[src/rtl/mem_stage_ctrl_pkg.sv]
// Shared types and constants for the MEM-stage controller and its MEM/WB register.
// The FSM state encoding and the bubble value live here so both files agree on them.
package mem_stage_ctrl_pkg;

    typedef enum logic [0:0] {
        ST_IDLE = 1'b0,
        ST_WAIT = 1'b1
    } state_t;

    localparam logic [1:0] ALIGN_MASK = 2'b11;

    typedef struct packed {
        logic        reg_write;
        logic        mem_to_reg;
        logic [31:0] read_data;
        logic [31:0] alu_result;
        logic [4:0]  write_reg;
        logic        align_err;
        logic        bus_err;
    } mem_wb_t;

    // A bubble writes nothing back; the error flags are overlaid by the register.
    localparam mem_wb_t BUBBLE = '0;

    function automatic logic is_aligned(input logic [31:0] addr);
        return (addr[1:0] & ALIGN_MASK) == 2'b00;
    endfunction

endpackage

[src/rtl/fr_mem_wb.sv]
// MEM/WB pipeline register: loads the completed MEM result or a bubble every
// enabled cycle; a bubble can carry a one-cycle alignment or bus error flag.
module fr_mem_wb
    import mem_stage_ctrl_pkg::*;
(
    input  logic    Clk,
    input  logic    Reset,
    input  logic    load_en,
    input  logic    bubble,
    input  logic    align_err,
    input  logic    bus_err,
    input  mem_wb_t d,
    output mem_wb_t q
);

    mem_wb_t bubble_val;

    always_comb begin
        bubble_val           = BUBBLE;
        bubble_val.align_err = align_err;
        bubble_val.bus_err   = bus_err;
    end

    always_ff @(posedge Clk) begin
        if (Reset) begin
            q <= BUBBLE;
        end else if (bubble) begin
            q <= bubble_val;
        end else if (load_en) begin
            q <= d;
        end
    end

endmodule

[src/rtl/mem_stage_ctrl.sv]
// MEM stage: issues one req/ack data-memory access per aligned load/store,
// stalls upstream while waiting, aborts after TIMEOUT cycles, and fills MEM/WB.
module mem_stage_ctrl
    import mem_stage_ctrl_pkg::*;
#(
    parameter int TIMEOUT = 16,
    parameter int CNT_W   = 5
) (
    input  logic        Clk,
    input  logic        Reset,
    input  logic        RegWriteM,
    input  logic        MemtoRegM,
    input  logic        MemWriteM,
    input  logic [31:0] ALUResultM,
    input  logic [31:0] WriteDataM,
    input  logic [4:0]  WriteRegM,
    output logic        DReq,
    output logic        DWe,
    output logic [31:0] DAddr,
    output logic [31:0] DWData,
    input  logic        DAck,
    input  logic [31:0] DRData,
    output logic        StallM,
    output logic        RegWriteW,
    output logic        MemtoRegW,
    output logic [31:0] ReadDataW,
    output logic [31:0] ALUResultW,
    output logic [4:0]  WriteRegW,
    output logic        AlignErrW,
    output logic        BusErrW
);

    localparam logic [CNT_W-1:0] TIMEOUT_CNT = CNT_W'(TIMEOUT);

    state_t           state_reg;
    logic [CNT_W-1:0] wait_cnt_reg;

    logic    is_load;
    logic    memop;
    logic    aligned;
    logic    in_idle;
    logic    in_wait;
    logic    abort;
    logic    align_bubble;
    logic    bus_bubble;
    logic    wb_bubble;
    mem_wb_t wb_next;
    mem_wb_t wb_reg;

    // A store wins when both MemWriteM and MemtoRegM are set.
    assign is_load = MemtoRegM & ~MemWriteM;
    assign memop   = MemtoRegM | MemWriteM;
    assign aligned = is_aligned(ALUResultM);
    assign in_idle = (state_reg == ST_IDLE);
    assign in_wait = (state_reg == ST_WAIT);
    assign abort   = in_wait & (wait_cnt_reg == TIMEOUT_CNT);

    // Gating with Reset drops the request immediately, so a late ack cannot land.
    assign DReq   = ~Reset & ((in_idle & memop & aligned) | in_wait);
    assign DWe    = MemWriteM & DReq;
    assign DAddr  = DReq ? ALUResultM : 32'h0;
    assign DWData = DReq ? WriteDataM : 32'h0;
    assign StallM = DReq & ~DAck & ~abort;

    assign align_bubble = ~Reset & in_idle & memop & ~aligned;
    assign bus_bubble   = DReq & abort & ~DAck;
    assign wb_bubble    = StallM | align_bubble | bus_bubble;

    always_comb begin
        wb_next            = BUBBLE;
        wb_next.reg_write  = RegWriteM;
        wb_next.mem_to_reg = is_load;
        wb_next.read_data  = is_load ? DRData : 32'h0;
        wb_next.alu_result = ALUResultM;
        wb_next.write_reg  = WriteRegM;
    end

    always_ff @(posedge Clk) begin
        if (Reset) begin
            state_reg    <= ST_IDLE;
            wait_cnt_reg <= '0;
        end else begin
            case (state_reg)
                ST_IDLE: begin
                    if (memop & aligned & ~DAck) begin
                        state_reg    <= ST_WAIT;
                        wait_cnt_reg <= CNT_W'(1);
                    end
                end
                ST_WAIT: begin
                    if (DAck | abort) begin
                        state_reg    <= ST_IDLE;
                        wait_cnt_reg <= '0;
                    end else begin
                        wait_cnt_reg <= wait_cnt_reg + CNT_W'(1);
                    end
                end
                default: begin
                    state_reg    <= ST_IDLE;
                    wait_cnt_reg <= '0;
                end
            endcase
        end
    end

    fr_mem_wb u_mem_wb (
        .Clk       (Clk),
        .Reset     (Reset),
        .load_en   (1'b1),
        .bubble    (wb_bubble),
        .align_err (align_bubble),
        .bus_err   (bus_bubble),
        .d         (wb_next),
        .q         (wb_reg)
    );

    assign RegWriteW  = wb_reg.reg_write;
    assign MemtoRegW  = wb_reg.mem_to_reg;
    assign ReadDataW  = wb_reg.read_data;
    assign ALUResultW = wb_reg.alu_result;
    assign WriteRegW  = wb_reg.write_reg;
    assign AlignErrW  = wb_reg.align_err;
    assign BusErrW    = wb_reg.bus_err;

endmodule
[config.mk]
export PLATFORM = sky130hd
export DESIGN_NAME = mem_stage_ctrl
export DESIGN_NICKNAME = d
export VERILOG_FILES = /design/src/rtl/mem_stage_ctrl_pkg.sv /design/src/rtl/fr_mem_wb.sv /design/src/rtl/mem_stage_ctrl.sv
export SDC_FILE = /design/constraint.sdc
export NUM_CORES = 1
export LEC_CHECK = 0
export CAP_MARGIN = 30
export CORE_MARGIN = 1.5
export CORE_UTILIZATION = 32
export DETAILED_ROUTE_END_ITERATION = 10
export GPL_ROUTABILITY_DRIVEN = 0
export HOLD_SLACK_MARGIN = 0.08
export PLACE_DENSITY = 0.81
export SETUP_SLACK_MARGIN = 0.4
export SYNTH_ARGS = -nofsm -noshare
export SYNTH_HDL_FRONTEND = slang
export SYNTH_SLANG_ARGS = --single-unit
[constraint.sdc]
create_clock -name Clk -period 1.9 [get_ports Clk]
set_input_delay 0.475 -clock Clk [delete_from_list [all_inputs] [get_ports Clk]]
set_output_delay 0.475 -clock Clk [all_outputs]
set_load 0.02 [all_outputs]
### After elaboration in Yosys (flattened, before gate mapping)

Index checks and enable logic that the tools add are counted.

* add/sub/neg operators: 1
* eq/ne operators: 2
* multiplexer cells: 8
* bitwise operators: 28
* reduce and logical (&&, ||, !) cells: 4

Operators by type and width (count)
* $mux 32: 2
* $and 1x1->1: 15
* $mux 5: 2
* $pmux 5 s2: 1
* $not 1->1: 8
* $add 5x1->5 const B: 1
* $eq 5x5->1 const B: 1
* $or 1x1->1: 5
* $reduce_or 2->1: 2
* $reduce_or 3->1: 1
* $logic_not 2->1: 1
* $mux 1: 2
* $ne 2x1->1 const B: 1
* $pmux 1 s2: 1

* bits in registers: 79
* input port bits: 107
* logic and storage cells: 52

### Depth between registers and ports, before layout

* word-level depth: 11
* mapped depth: 6

### Cells and area by module

A second synthesis with hierarchy kept.

* cell total of the unflattened synthesis: 406
* area, all modules: 4037.6 um2

By module, submodules not included
* fr_mem_wb: instances 1, cells an instance 239, area each 2672.6 um2, sequential area each 1461.4 um2
* mem_stage_ctrl: instances 1, cells an instance 167, area each 1365.1 um2, sequential area each 120.1 um2

### Least setup slack after synthesis

OpenSTA, ideal clock, no wires.

* path kind: register -> output
* start point: register wait_cnt_reg[0]
* end point: output StallM
* data arrival time: 1990 ps
* data required time: 1425 ps
* setup slack: -565 ps
* stages on the path, launching flop included: 5
* cell sequence: dfxtp_1 inv_1 ha_1 and4bb_2 a2111oi_0

* cells in the longest elaborated chain, start to end: 4

Ends and longest elaborated chain
* start: declaration: line mem_stage_ctrl.sv:36 `logic [CNT_W-1:0] wait_cnt_reg;`
* start signal: assignment: line mem_stage_ctrl.sv:95 `wait_cnt_reg <= wait_cnt_reg + CNT_W'(1);`
* $eq 5x5->1: line mem_stage_ctrl.sv:56 `assign abort = in_wait & (wait_cnt_reg == TIMEOUT_CNT);`
* $and 1x1->1: line mem_stage_ctrl.sv:56
* $not 1->1: line mem_stage_ctrl.sv:63 `assign StallM = DReq & ~DAck & ~abort;`
* $and 1x1->1: line mem_stage_ctrl.sv:63
* end: declaration: line mem_stage_ctrl.sv:23 `output logic StallM,`

Every way passes these cells.

### Final worst setup path

* start point: input MemWriteM
* end point: output DWData[26]

* cells in the longest elaborated chain, start to end: 6

Ends and longest elaborated chain
* start: declaration: line mem_stage_ctrl.sv:13 `input logic MemWriteM,`
* $or 1x1->1: line mem_stage_ctrl.sv:52 `assign memop = MemtoRegM | MemWriteM;`
* $and 1x1->1 (2 in series): line mem_stage_ctrl.sv:59 `assign DReq = ~Reset & ((in_idle & memop & aligned) | in_wait);`
* $or 1x1->1: line mem_stage_ctrl.sv:59
* $and 1x1->1: line mem_stage_ctrl.sv:59
* $mux 32: line mem_stage_ctrl.sv:62 `assign DWData = DReq ? WriteDataM : 32'h0;`
* end: declaration: line mem_stage_ctrl.sv:20 `output logic [31:0] DWData,`

Every way passes these cells.

==> impl_metrics.json <==
{
  "outcome": "finished, violations left",
  "violations": "negative setup slack",
  "syn_inst": 278,
  "min_path_type": "input port to flip-flop",
  "antenna_found_initial": 0,
  "period_minus_slack_ns": 2.20,
  "placed_cells": 643,
  "path_class": "input port to output pin",
  "fin_hold_ws_ns": 0.547,
  "worstSetupEndpointType": "output pin",
  "synthDominantCellAreaShare": 0.554,
  "nets": 679,
  "hold_depth": 3,
  "slowest_stage": "or2_4",
  "portBuffers": 246,
  "setup_viol": 67,
  "synth-seq-cells": 79,
  "place_hpwl_um": 7680,
  "clkSinkCount": 79,
  "n_fill_cell": 563,
  "reg2reg_depth": 7,
  "yosysTopAreaCell": "dfxtp_1",
  "crit_required_ns": 1.42,
  "max_freq_mhz": 455,
  "cp_cell_sequence": "buf_6 -> or2_4 -> a21oi_4 -> nor2_4 -> buf_12 -> buf_12 -> buf_16 -> and2_4 -> buf_6",
  "area_growth_pct": 133,
  "cp_max_fo": 6,
  "core-area_sq_mm": 0.00868,
  "ys_seq_area_frac": 0.554,
  "clkTransAtPathRegs_ns": 0.08,
  "tightest_slew_ns": 0.290,
  "n_antenna_cell": 0,
  "hold_buffers": 0,
  "mostFrequentLayoutCell": "clkdlybuf4s50_1",
  "grt_use_total": 0.231,
  "largest_reg_flops": 73,
  "yosysUniqueCellTypes": 32,
  "worst_ep_arrival_time_ns": 1.72,
  "yosys_warnings": 0,
  "final_cells": 683,
  "htreeDepth": 3,
  "dieHeight_um": 97.4,
  "insertion_delay_ns": 0.33,
  "drc": 0,
  "cts.path.max_buffers": 2,
  "synth_area_leaders": "dfxtp_1, and2_1, buf_6",
  "drive_gt1_frac": 0.459,
  "first_pass_iters": 4,
  "slew_headroom": 0.806,
  "finalHoldViolations": 0,
  "syn-num-nets": 387,
  "powerDensity_mw_per_mm2": 602,
  "dieArea_sq_mm": 0.00949,
  "wl_per_cell_um": 17.2,
  "wirelength_um": 11800,
  "cts_tree": "done",
  "leakagePower_nw": 3.06,
  "rsz0062_at_grt": "true",
  "cts_root_buf": "clkbuf_8",
  "fin_util": 0.765,
  "synthesis.area_sq_mm": 0.00285,
  "setup_tns_ns": -15.78,
  "ant_nets": 0,
  "vdd_drop_max_mv": 0.523,
  "start_kind": "input port",
  "rows": 34,
  "fin_skew_ns": 0.00785,
  "placed_area_sq_mm": 0.00568,
  "overflow": 0,
  "start_util": 0.329,
  "cts_buffers": 9,
  "via_per_inst": 4.49,
  "grt_start_max_net_pins": 25,
  "period_share": 1.16,
  "drv_slew": 0,
  "vias": 3070,
  "maxCapViolCount": 0,
  "grt_pass1_wl_um": 17200,
  "io_pins": 247,
  "setup_ws_ns": -0.300,
  "grt_pass1_vias": 3150,
  "die_w_um": 97.4,
  "final_area_sq_mm": 0.00664,
  "final_cell_mix": "clkdlybuf4s50_1, and2_4, dfxtp_1, buf_6, and2_1",
  "syn_avg_cell_area_sq_um": 10.3,
  "crit_path_max_incr_delay_ns": 0.26,
  "drt-initial-drc-count": 85
}
layout make-up:
| type | count | area, sq um | share of cell area |
|---|---|---|---|
| clock inverters | 7 | 103 | 0.0155 |
| repair buffers | 297 | 3170 | 0.477 |
| well taps | 108 | 135 | 0.0204 |
| multi-input cells | 179 | 1510 | 0.227 |
| flip-flops and latches | 79 | 1590 | 0.239 |
| clock buffers | 9 | 124 | 0.0187 |
| inverters | 4 | 15.0 | 0.00226 |
metal layers:
metal / global-route usage / vias up / part of all wire
li1: - / 1468 / -
met1: 0.267 / 1438 / 0.39
met2: 0.420 / 148 / 0.54
met3: 0.0590 / 16 / 0.061
met4: 0.0604 / 0 / 0.016
met5: 0 / - / 0
through the flow:
stage	worst slack, ns	power (mW)
2_1_floorplan	-0.0546	2.01
3_3_place_gp	-0.960	2.46
3_5_place_dp	-1.01	2.47
4_1_cts	-0.300	3.98
5_1_grt	-0.336	4.15
6_report	-0.300	4.00
critical path: cells and delay by family:
kind	cells	cell delay (ns)
AND/OR/NAND/NOR	3	0.47
buffers and inverters	5	0.61
AO/OA/AOI/OAI	1	0.16
path summary, 6_finish.rpt:
path | endpoint | startpoint | slack, ns
hold reg to reg | wait_cnt_reg[4] | wait_cnt_reg[4] | 0.62
hold / removal | u_mem_wb.q[7] | ALUResultM[0] | 0.55
setup reg to reg | u_mem_wb.q[55] | in_wait | 0.36
setup / recovery | DWData[26] | MemWriteM | -0.30
power by group:
group	internal [mW]	total [mW]	switching [mW]
sequential	1.70	1.71	0.0128
clock	0.759	1.40	0.640
combinational	0.532	0.884	0.351
cells by family after synthesis:
group	after synthesis	share of synthesized area
simple gates	160	0.352
flops	79	0.554
buf+inv	20	0.0421
compound gates	17	0.0425
fa+ha+maj	2	0.00877
timing repair:
| action | 4_1_cts | 5_1_grt |
|---|---|---|
| buffers inserted | 10 | 4 |
| endpoints found under the setup margin | 214 | 146 |
| pin swaps | 40 | 11 |
| resized for setup | 565 | 91 |
| cloned | 9 | 1 |
cells in the mapped netlist:
master	n
or2_1	1
buf_2	3
nor4b_4	1
a21oi_1	4
nand4_1	1
nand3_1	1
ha_1	2
o21ai_0	1
a22oi_1	1
nand2b_1	1
nor3_4	1
a211o_1	1
or2_2	1
buf_4	3
a21oi_2	2
and4bb_2	1
and2_1	135
buf_6	4
o32ai_1	1
nor2_1	9
dfxtp_1	79
nand2_1	1
nor2_2	1
clkbuf_1	6
a31oi_1	3
inv_1	4
nor4b_1	1
nor2b_1	1
nor3_1	4
o21bai_1	1
a32o_1	1
a2111oi_0	2
No activity file was read; power rests on OpenSTA's default activity.
==> patch: new RTL, config.mk and constraints unchanged <==
`TIMEOUT`: 16 -> 12.
--- a/src/rtl/mem_stage_ctrl.sv
+++ b/src/rtl/mem_stage_ctrl.sv
@@ -5,3 +5,3 @@
 #(
-    parameter int TIMEOUT = 16,
+    parameter int TIMEOUT = 12,
     parameter int CNT_W   = 5
Function: no difference found for any inputs over 10 cycles, from zero or initial values and one cycle with Reset high; that may be too few to reach the edited logic, so the function may still have changed.
==> patch against the original RTL <==
- the run still ends with negative setup slack left
- wire length grew 33%
- utilization is 5.6 points higher
- hold slack got worse by 0.045 ns
- maximum frequency is 5.3% lower
- design area increased by 20%
- die area increased by 10%
- sequential cell count is the same
- clock power is 6% lower
- area after synthesis rose by 11%
- worst setup slack worse by 0.12 ns
- power up 9.2%
- largest cell class unchanged
- largest power group unchanged
- highest routed layer unchanged
==> patch: results (changes against the original RTL) <==
* CP peak stage delay at 0.20 ns (was 0.26 ns)
* Vias in the first global route at 4008 (was 3150)
* Lkg Pwr at 0.00330 uW (was 0.00306 uW)
* Gate Count Post-Synth at 329 (was 278)
* Outcome: complete, but fails checks (unchanged)
* Critical Path Slowest Stage Cell: nor3b_4 (was or2_4)
* Largest family of logic cells by synthesized area: simple AND/OR/NAND/NOR gates (unchanged)
* Share of post-route cells with drive strength above 1 at 0.583 (was 0.459)
* Sum Neg Setup Slack at -18.04 ns (was -15.78 ns)
* R2R Setup Slk at 0.17 ns (was 0.36 ns)
* Clock latency on the worst-skew pair at 0.36 ns (was 0.33 ns)
* Met3 Use GR at 0.106 (was 0.0590)
* Mapped Nets at 438 (was 387)
* Register area share after synthesis at 0.501 (was 0.554)
* Worst Path Arrival at 1.85 ns (was 1.72 ns)
* Min setup slack post-route at -0.423 ns (was -0.300 ns)
* Met1 usage at 0.290 (was 0.267)
* Worst flop-to-flop path endpoint: u_mem_wb.q[44]$_SDFF_PP0_ (was u_mem_wb.q[55]$_SDFF_PP0_)
* Library cells used by synthesis at 33 (was 32)
* CP top delay family: buffers and inverters (unchanged)
* Adder-cell area share of the yosys netlist at 0.00793 (was 0.00877)
* Synth Area in Compound Gates at 0.170 (was 0.0425)
* Largest cells by area after synthesis: dfxtp_1, nor3b_1, a21boi_1 (was dfxtp_1, and2_1, buf_6)
* Antenna Cells at 0 (unchanged)
* Top cells by count, synth: dfxtp_1, nor3b_1, nand2_1 (was and2_1, dfxtp_1, nor2_1)
* Max reg flops at 73 (unchanged)
* Nets at 751 (was 679)
* Worst reg-to-reg path cell count at 7 (unchanged)
* Hold Crit Depth at 4 (was 3)
* Worst-case vdd ir drop at 675 uV (was 523 uV)
* Reg clk slew, reported paths at 0.08 ns (about the same)
* Via count at 3868 (was 3070)
* Post-CTS resize count at 626 (was 565)
* Cell Area, Placed at 6830 um2 (was 5680 um2)
* Critical R2R Launch: in_wait$_SDFF_PP0_ (unchanged)
* Critical path destination: DAddr[10] (was DWData[26])
* Largest net degree at the start of global routing at 40 (was 25)
* Hold WS at 0.502 ns (was 0.547 ns)
* First-pass GRT wire length at 22000 um (was 17200 um)
* Routed wire per std cell at 20.0 um (was 17.2 um)
* Metal3 WL at 1240 um (was 721 um)
* Setup bufs post-CTS at 28 (was 10)
* Routing usage on met2 at 0.515 (was 0.420)
* Failing checks: negative setup slack (unchanged)
* Dpl hpwl at 9130 um (was 7680 um)
* Fillcell total at 530 (was 563)
* Clk_skew at 0.0102 ns (was 0.00785 ns)
* Met1 WL at 5570 um (was 4550 um)
* CP max FO at 5 (was 6)
* Tightest Pin Transition at 0.309 ns (was 0.290 ns)
* Non-Filler Instances at 780 (was 683)
* Dpl cells at 714 (was 643)
* Starting DRT DRC Count at 105 (was 85)
* Worst setup startpoint: ALUResultM[0] (was MemWriteM)
* Overall routing resource usage at 0.283 (was 0.231)
* Met2 wire len at 8170 um (was 6300 um)
* Final Setup Violations at 65 (was 67)
patch: cell count changes after synthesis, sizes merged, moves of 4 or more:
cell,change
a21oi,+27
nor2,-4
buf,+8
and2,-135
nand2,+33
clkbuf,+11
a21boi,+37
nor3b,+66
patch: per-stage QoR:
stage          utilization  setup WS [ns]
3_3_place_gp         0.705         -0.963
3_5_place_dp         0.705          -1.02
4_1_cts              0.808         -0.403
6_report             0.821         -0.423
2_1_floorplan            -         0.0798
5_1_grt              0.821         -0.478
patch: layout make-up:
type,instances,area share
clock inverter,6,0.00882
multi-input combinational,208,0.301
sequential,79,0.199
clock buffer,10,0.0161
tap,133,0.0209
inverter,7,0.00362
timing repair buffer,337,0.451
patch: power breakdown:
| part | switching, uW | internal (uW) |
|---|---|---|
| clock | 693 | 617 |
| combinational | 580 | 751 |
| sequential | 16.4 | 1700 |
| total | 1290 | 3070 |
